[src/rtl/idma_desc64_ar_prefetcher.sv]
// Descriptor AR prefetcher for the desc64 frontend: speculatively reads the chain at +32 strides
// and tells the R-channel gater how many speculative bursts to drop when the guess goes wrong.
module idma_desc64_ar_prefetcher #(
   parameter int unsigned AddrWidth     = 64,
   parameter int unsigned PrefetchDepth = 4,
   parameter int unsigned FlushWidth    = $clog2(PrefetchDepth + 1)
) (
   input  logic                  clk_i,
   input  logic                  rst_ni,
   input  logic [AddrWidth-1:0]  head_addr_i,
   input  logic                  head_valid_i,
   output logic                  head_ready_o,
   output logic [AddrWidth-1:0]  ar_addr_o,
   output logic [7:0]            ar_len_o,
   output logic [2:0]            ar_size_o,
   output logic [1:0]            ar_burst_o,
   output logic                  ar_valid_o,
   input  logic                  ar_ready_i,
   input  logic                  desc_done_i,
   input  logic [AddrWidth-1:0]  desc_next_i,
   output logic [FlushWidth-1:0] n_to_flush_o,
   output logic                  n_to_flush_valid_o,
   output logic                  busy_o
);

   // At least two slots so that "entry 1" always names a real register.
   localparam int unsigned Slots = (PrefetchDepth < 2) ? 2 : PrefetchDepth;
   localparam logic [AddrWidth-1:0] DescBytes = AddrWidth'(32);

   typedef enum logic [1:0] {IDLE, FETCH, DRAIN} state_t;

   state_t                 state_reg;
   logic [AddrWidth-1:0]   fifo_reg  [Slots];
   logic [AddrWidth-1:0]   fifo_next [Slots];
   logic [FlushWidth-1:0]  occ_reg;
   logic [AddrWidth-1:0]   next_addr_reg;
   logic                   pend_discard_reg;
   logic                   ar_valid_reg;
   logic [AddrWidth-1:0]   ar_addr_reg;
   logic                   flush_valid_reg;
   logic [FlushWidth-1:0]  flush_cnt_reg;
   logic                   head_ready_reg;
   logic                   busy_reg;

   logic                   ar_hs;
   logic                   done;
   logic                   push;
   logic                   is_end;
   logic                   flush;
   logic                   ar_counted;
   logic                   room;
   logic [AddrWidth-1:0]   expected_addr;
   logic [FlushWidth-1:0]  flush_cnt;
   logic [FlushWidth-1:0]  occ_after_pop;
   logic [FlushWidth-1:0]  occ_next;

   assign ar_hs         = ar_valid_reg & ar_ready_i;
   assign done          = desc_done_i && (state_reg == FETCH) && (occ_reg != '0);
   assign ar_counted    = ar_valid_reg && !pend_discard_reg;
   assign is_end        = &desc_next_i;

   // The descriptor after the one just decoded is whatever we would have fetched next.
   always_comb begin
      expected_addr = next_addr_reg;
      if (32'(occ_reg) >= 32'd2) begin
         expected_addr = fifo_reg[1];
      end else if (ar_counted) begin
         expected_addr = ar_addr_reg;
      end
   end

   assign flush         = done && (is_end || (desc_next_i != expected_addr));
   assign flush_cnt     = occ_reg - FlushWidth'(1) + FlushWidth'(ar_counted);
   assign push          = ar_hs && !pend_discard_reg && !flush && (state_reg == FETCH);
   assign occ_after_pop = occ_reg - FlushWidth'(done);
   assign occ_next      = flush ? '0 : occ_after_pop + FlushWidth'(push);
   assign room          = 32'(occ_next) < PrefetchDepth;

   // Shift-register FIFO: slot 0 is the oldest outstanding descriptor.
   for (genvar gi = 0; gi < Slots; gi++) begin : g_fifo
      logic [AddrWidth-1:0] shifted;
      if (gi + 1 < Slots) begin : g_shift
         assign shifted = done ? fifo_reg[gi+1] : fifo_reg[gi];
      end else begin : g_last
         assign shifted = fifo_reg[gi];
      end
      assign fifo_next[gi] = (push && (occ_after_pop == FlushWidth'(gi))) ? ar_addr_reg : shifted;
   end

   always_ff @(posedge clk_i) begin
      fifo_reg <= fifo_next;
   end

   always_ff @(posedge clk_i or negedge rst_ni) begin
      if (!rst_ni) begin
         state_reg        <= IDLE;
         occ_reg          <= '0;
         next_addr_reg    <= '0;
         pend_discard_reg <= 1'b0;
         ar_valid_reg     <= 1'b0;
         ar_addr_reg      <= '0;
         flush_valid_reg  <= 1'b0;
         flush_cnt_reg    <= '0;
         head_ready_reg   <= 1'b1;
         busy_reg         <= 1'b0;
      end else begin
         flush_valid_reg <= 1'b0;
         case (state_reg)
            IDLE: begin
               if (head_valid_i) begin
                  next_addr_reg    <= head_addr_i;
                  occ_reg          <= '0;
                  pend_discard_reg <= 1'b0;
                  state_reg        <= FETCH;
                  head_ready_reg   <= 1'b0;
                  busy_reg         <= 1'b1;
               end
            end
            FETCH: begin
               occ_reg <= occ_next;
               if (flush) begin
                  flush_cnt_reg    <= flush_cnt;
                  flush_valid_reg  <= (flush_cnt != '0);
                  // A still-presented AR must stay stable but its data is already written off.
                  pend_discard_reg <= ar_valid_reg && !ar_hs;
                  if (ar_hs) begin
                     ar_valid_reg <= 1'b0;
                  end
                  if (is_end) begin
                     if (ar_valid_reg && !ar_hs) begin
                        state_reg <= DRAIN;
                     end else begin
                        state_reg      <= IDLE;
                        head_ready_reg <= 1'b1;
                        busy_reg       <= 1'b0;
                     end
                  end else begin
                     next_addr_reg <= desc_next_i;
                  end
               end else begin
                  if (ar_hs) begin
                     pend_discard_reg <= 1'b0;
                  end
                  if (!ar_valid_reg || ar_hs) begin
                     if (room) begin
                        ar_valid_reg  <= 1'b1;
                        ar_addr_reg   <= next_addr_reg;
                        next_addr_reg <= next_addr_reg + DescBytes;
                     end else begin
                        ar_valid_reg <= 1'b0;
                     end
                  end
               end
            end
            DRAIN: begin
               if (!ar_valid_reg || ar_hs) begin
                  ar_valid_reg     <= 1'b0;
                  pend_discard_reg <= 1'b0;
                  state_reg        <= IDLE;
                  head_ready_reg   <= 1'b1;
                  busy_reg         <= 1'b0;
               end
            end
            default: state_reg <= IDLE;
         endcase
      end
   end

   assign head_ready_o       = head_ready_reg;
   assign busy_o             = busy_reg;
   assign ar_addr_o          = ar_addr_reg;
   assign ar_valid_o         = ar_valid_reg;
   assign ar_len_o           = 8'd3;
   assign ar_size_o          = 3'd3;
   assign ar_burst_o         = 2'b01;
   assign n_to_flush_o       = flush_cnt_reg;
   assign n_to_flush_valid_o = flush_valid_reg;

   ap_done_has_entry: assert property (@(posedge clk_i) disable iff (!rst_ni)
      desc_done_i |-> (occ_reg != '0));

endmodule

[config.mk]
export PLATFORM = sky130hd
export DESIGN_NAME = idma_desc64_ar_prefetcher
export DESIGN_NICKNAME = d
export VERILOG_FILES = /design/src/rtl/idma_desc64_ar_prefetcher.sv
export SDC_FILE = /design/constraint.sdc
export NUM_CORES = 1
export LEC_CHECK = 0
export CORE_MARGIN = 3
export CORE_UTILIZATION = 62
export CTS_CLUSTER_DIAMETER = 150
export DETAILED_ROUTE_END_ITERATION = 7
export PLACE_DENSITY = 0.94
export RECOVER_POWER = 50
export SLEW_MARGIN = 5
export SYNTH_ARGS = -nofsm -noshare
export SYNTH_HDL_FRONTEND = slang
export SYNTH_SLANG_ARGS = --single-unit
[constraint.sdc]
create_clock -name clk_i -period 10.65 [get_ports clk_i]
set_input_delay 2.13 -clock clk_i [delete_from_list [all_inputs] [get_ports clk_i]]
set_output_delay 2.13 -clock clk_i [all_outputs]
set_load 0.05 [all_outputs]
==> impl_summary.md <==
Status
The flow ran to the end, but the final reports show violations. The final reports fail on max-capacitance violations, max-slew violations.

Yosys
After synthesis, flip-flops and latches occupy about half of the total area. The number of distinct library cell variants in the gate-level netlist after synthesis is 85. A synthesized cell averages between 10 and 15 um^2. The largest area contributor in the netlist is sky130_fd_sc_hd__edfxtp_1. The synthesized netlist devotes between 10% and 20% of its cell area to simple gates. The share of async-settable or async-resettable flops after synthesis is between 40% and 50%. The number of warnings printed during yosys synthesis is 0. Among all flip-flop cells after synthesis, the most frequent one is sky130_fd_sc_hd__edfxtp_1. The area of the mapped netlist is between 15000 and 20000 um^2. The synthesized netlist devotes about an eighth of its cell area to compound gates. The mux share of post-synthesis cell area is between 10% and 20%. The main combinational cell family by area after synthesis is multiplexers. Counting flops with a built-in enable in the synthesized netlist gives between 150 and 200. In the post-synthesis netlist, the biggest area contributors are sky130_fd_sc_hd__edfxtp_1, sky130_fd_sc_hd__dfrtp_1, sky130_fd_sc_hd__mux2_2. The flip-flop and latch count after synthesis is 333. After Yosys synthesis, XOR and XNOR cells account for 4.84% of the synthesized area. The top cell type by area accounts for a little under a third of the synthesized area. The synthesized netlist cell count is 1736. Summing the areas of all fa, ha and maj instances in the mapped netlist gives less than 1% of the synthesized area.

Global routing
The met2 track demand over resource is approximately three fifths. The first global-routing pass estimated a little over 100 mm of wire. The via count of the first global-routing pass was between 15000 and 20000. The global routing met1 resource utilization is between 50% and 60%. The fraction of met3 tracks used by global routing is between 10% and 20%.

For this run the aggregate overflow at the end of global routing stands at 0. The total global-route track usage is 40.4%. Entering global routing, the biggest net connects 89 pins.

The global routing stage identified its most utilized layer as met2. The initial antenna violation count is 1.

Layout
The number of antenna repair diodes is 0. The fraction of final layout cells with drive strength greater than 1 is about 14%. The leading cell type in the layout, fill and taps excluded is sky130_fd_sc_hd__edfxtp_1. The filler cells instantiated in the layout total about 2000. The final net count is approximately 2000.

The library cells used most frequently in the layout, excluding fill and tap cells, are sky130_fd_sc_hd__edfxtp_1, sky130_fd_sc_hd__dfrtp_1, sky130_fd_sc_hd__mux2_2, sky130_fd_sc_hd__clkdlybuf4s50_1, sky130_fd_sc_hd__nand2_1. The number of flip-flops in the largest register is about 130. The area growth from synthesis to layout is 17.1%.

Floorplan
The core footprint is 30000 um^2. During I/O placement, the number of pins put on the boundary was 217. For this configuration, the core starts out at a cell density of between 60% and 70%. The die covers about 33000 um^2. The die is between 150 and 200 um tall.

The floorplan has 63 rows. Measured along the x axis, the die boundary spans between 150 and 200 um.

Timing
The number of hold-slack violations in the final timing report came to 0. The ratio of final minimum period to clock period is 85.0%. The time the final worst path needs with I/O delays and setup is between 9 and 10 ns. Across all hold checks on the routed design, the worst slack comes to just under 0.5 ns.

Setup repair after global routing left no endpoint under its margin. The relative max-transition margin is -245%. The worst-case clock skew is ~0.020 ns. Setup violations remaining at the end of the flow were counted as 0. Setup slack closes at around 1.6 ns. The total negative slack is 0 ns. The highest clock frequency the design can meet is 110 MHz.

The number of max-slew violations in the final report came to ~160. The transition time at the pin with the least slew margin is a little over 5 ns.

Drt
The number of nets still failing antenna checks after routing is 0. After detailed routing, the number of vias per cell comes to between 6 and 7. For this run, design rule violations remaining after detail routing come to 0. The aggregate routed wire length is roughly 68 mm. The first TritonRoute pass finished after 7 iterations. Dividing the detail-routed wire length by the instance count gives 29.5 um. The routed layout has around 16000 vias. After the first detailed-routing iteration, the DRC count stood at around 2300.

Worst setup path
The biggest fanout along the worst timing path is 38. Walking the worst path, the cells encountered are clkdlybuf4s50_1 > xnor2_1 > nand3_1 > a2111oi_2 > o2111ai_1 > nor4_2 > nand3_1 > o21ai_0 > clkbuf_1 > nand4_1 > buf_4 > nand2_2 > buf_4. The critical path contains buffers and inverters numbering 4 combined.

The setup path with the least slack is of type primary input to flip-flop. The signal arrival time at the worst endpoint is 9.21 ns. The stage delay of the slowest cell on the critical path is 1.17 ns. The worst endpoint required time is between 10 and 15 ns.

The worst setup path is launched from a primary input. The capturing element type of the critical path is a flip-flop. The family with the most delay on the worst path is buffers and inverters. The cell type of the slowest stage on the worst timing path is sky130_fd_sc_hd__clkbuf_1.

Clock tree
The maximum root-to-sink buffer count is 3. The root cell of the clock tree is sky130_fd_sc_hd__clkbuf_16. The number of buffers added by the clock tree synthesis step is 36. TritonCTS built the clock tree. The number of clock sinks is around 330. The number of gates resized after CTS was 0. The H-tree was split into 2 levels.

The latest clock arrival within the worst-skew pair is 0.53 ns. After clock tree synthesis, the flow added hold-fix buffers numbering 0. Clock-pin slew was measured on the worst setup and hold paths at ~0.060 ns. The buffer count from post-CTS setup fixing is 0.

Placement
During placement, the flow inserted port buffers numbering between 200 and 250. The worst slack at placement is between 2 and 3 ns. Detailed placement finished with a half-perimeter wire length of about 48 mm. The congestion estimate from routability-driven global placement came to ~1.

Run
Across the run, the number of max-cap violations was 3.

Power and ir drop
VDD sags by at most 0.227 mV. The analysis attributes to cell leakage a power of 8.62 nW. The power density over cell area is 316 nW/um^2. The completed layout was analyzed and its total power is ~0.0070 W.

Worst hold path
The path category of the worst min-delay check is flip-flop to flip-flop.
-- cell families after synthesis --
kind of cell               after synthesis
buffers and inverters                  192
and+or+nand+nor                        494
adders and majority gates               11
DFF                                    333
AOI/OAI and AO/OA                      359
xor gates and xnor gates               105
muxes                                  240
other                                    2
-- per-stage QoR --
step,utilization (%),instances,cell area (um^2)
global route,74.3,2308,22300
finish,74.3,2308,22300
detailed placement,70.8,2244,21200
CTS,74.7,2308,22400
global placement,70.8,2244,21200
floorplan,-,1747,19100
-- cell usage after synthesis (19+ instances only) --
| cell | instances |
|---|---|
| sky130_fd_sc_hd__a211oi_1 | 30 |
| sky130_fd_sc_hd__a21oi_1 | 38 |
| sky130_fd_sc_hd__a221oi_1 | 27 |
| sky130_fd_sc_hd__a31oi_1 | 34 |
| sky130_fd_sc_hd__and3_1 | 32 |
| sky130_fd_sc_hd__buf_2 | 26 |
| sky130_fd_sc_hd__buf_4 | 19 |
| sky130_fd_sc_hd__clkbuf_1 | 70 |
| sky130_fd_sc_hd__dfrtp_1 | 140 |
| sky130_fd_sc_hd__edfxtp_1 | 192 |
| sky130_fd_sc_hd__inv_1 | 62 |
| sky130_fd_sc_hd__mux2_2 | 134 |
| sky130_fd_sc_hd__mux2_4 | 49 |
| sky130_fd_sc_hd__mux2i_1 | 46 |
| sky130_fd_sc_hd__nand2_1 | 127 |
| sky130_fd_sc_hd__nand3_1 | 45 |
| sky130_fd_sc_hd__nand4_1 | 37 |
| sky130_fd_sc_hd__nor2_1 | 121 |
| sky130_fd_sc_hd__nor3_1 | 37 |
| sky130_fd_sc_hd__nor4_1 | 20 |
| sky130_fd_sc_hd__o21ai_0 | 85 |
| sky130_fd_sc_hd__o22ai_1 | 19 |
| sky130_fd_sc_hd__xnor2_1 | 69 |
| sky130_fd_sc_hd__xor2_1 | 36 |
-- worst paths after layout --
| kind | from | endpoint | slack, ns | depth (start not counted) |
|---|---|---|---|---|
| max | desc_next_i[28] | fifo_reg[181] | 1.60 | 13 |
| min | occ_reg[0] | occ_reg[0] | 0.49 | 2 |
| max reg2reg | ar_valid_o | fifo_reg[181] | 2.44 | 15 |
| min reg2reg | occ_reg[0] | occ_reg[0] | 0.49 | 2 |
| max in group asynchronous | rst_ni | ar_addr_o[19] | 4.22 | 1 |
| min in group asynchronous | rst_ni | occ_reg[1] | 3.48 | 1 |
-- metal layers --
metal  part of all wire, %  up-vias  wire length (um)
li1                      -     6768                 -
met5                 0.019        -                13
met1                    36     7733             24700
met4                   6.3        2              4310
met3                    13      277              8890
met2                    44     1326             30100
-- layout make-up --
type	instances	area, um^2	area share, %
Clock buffer	47	993	4.46
Sequential cell	333	9300	41.7
Inverter	65	244	1.10
Clock inverter	17	165	0.742
Timing Repair Buffer	234	2250	10.1
Multi-Input combinational cell	1222	8830	39.7
Tap cell	390	488	2.19
-- tightest hold or removal path, stage by stage, from the launching register on --
cell and delay [ns]:
sky130_fd_sc_hd__dfrtp_1 0.34, sky130_fd_sc_hd__nand2_1 0.05, sky130_fd_sc_hd__o21ai_0 0.06
-- power breakdown --
part	switching (W)	internal, W
registers	0.000591	0.00182
clock network	0.000523	0.000732
logic	0.00216	0.00120
(Power assumes the default switching activity.)
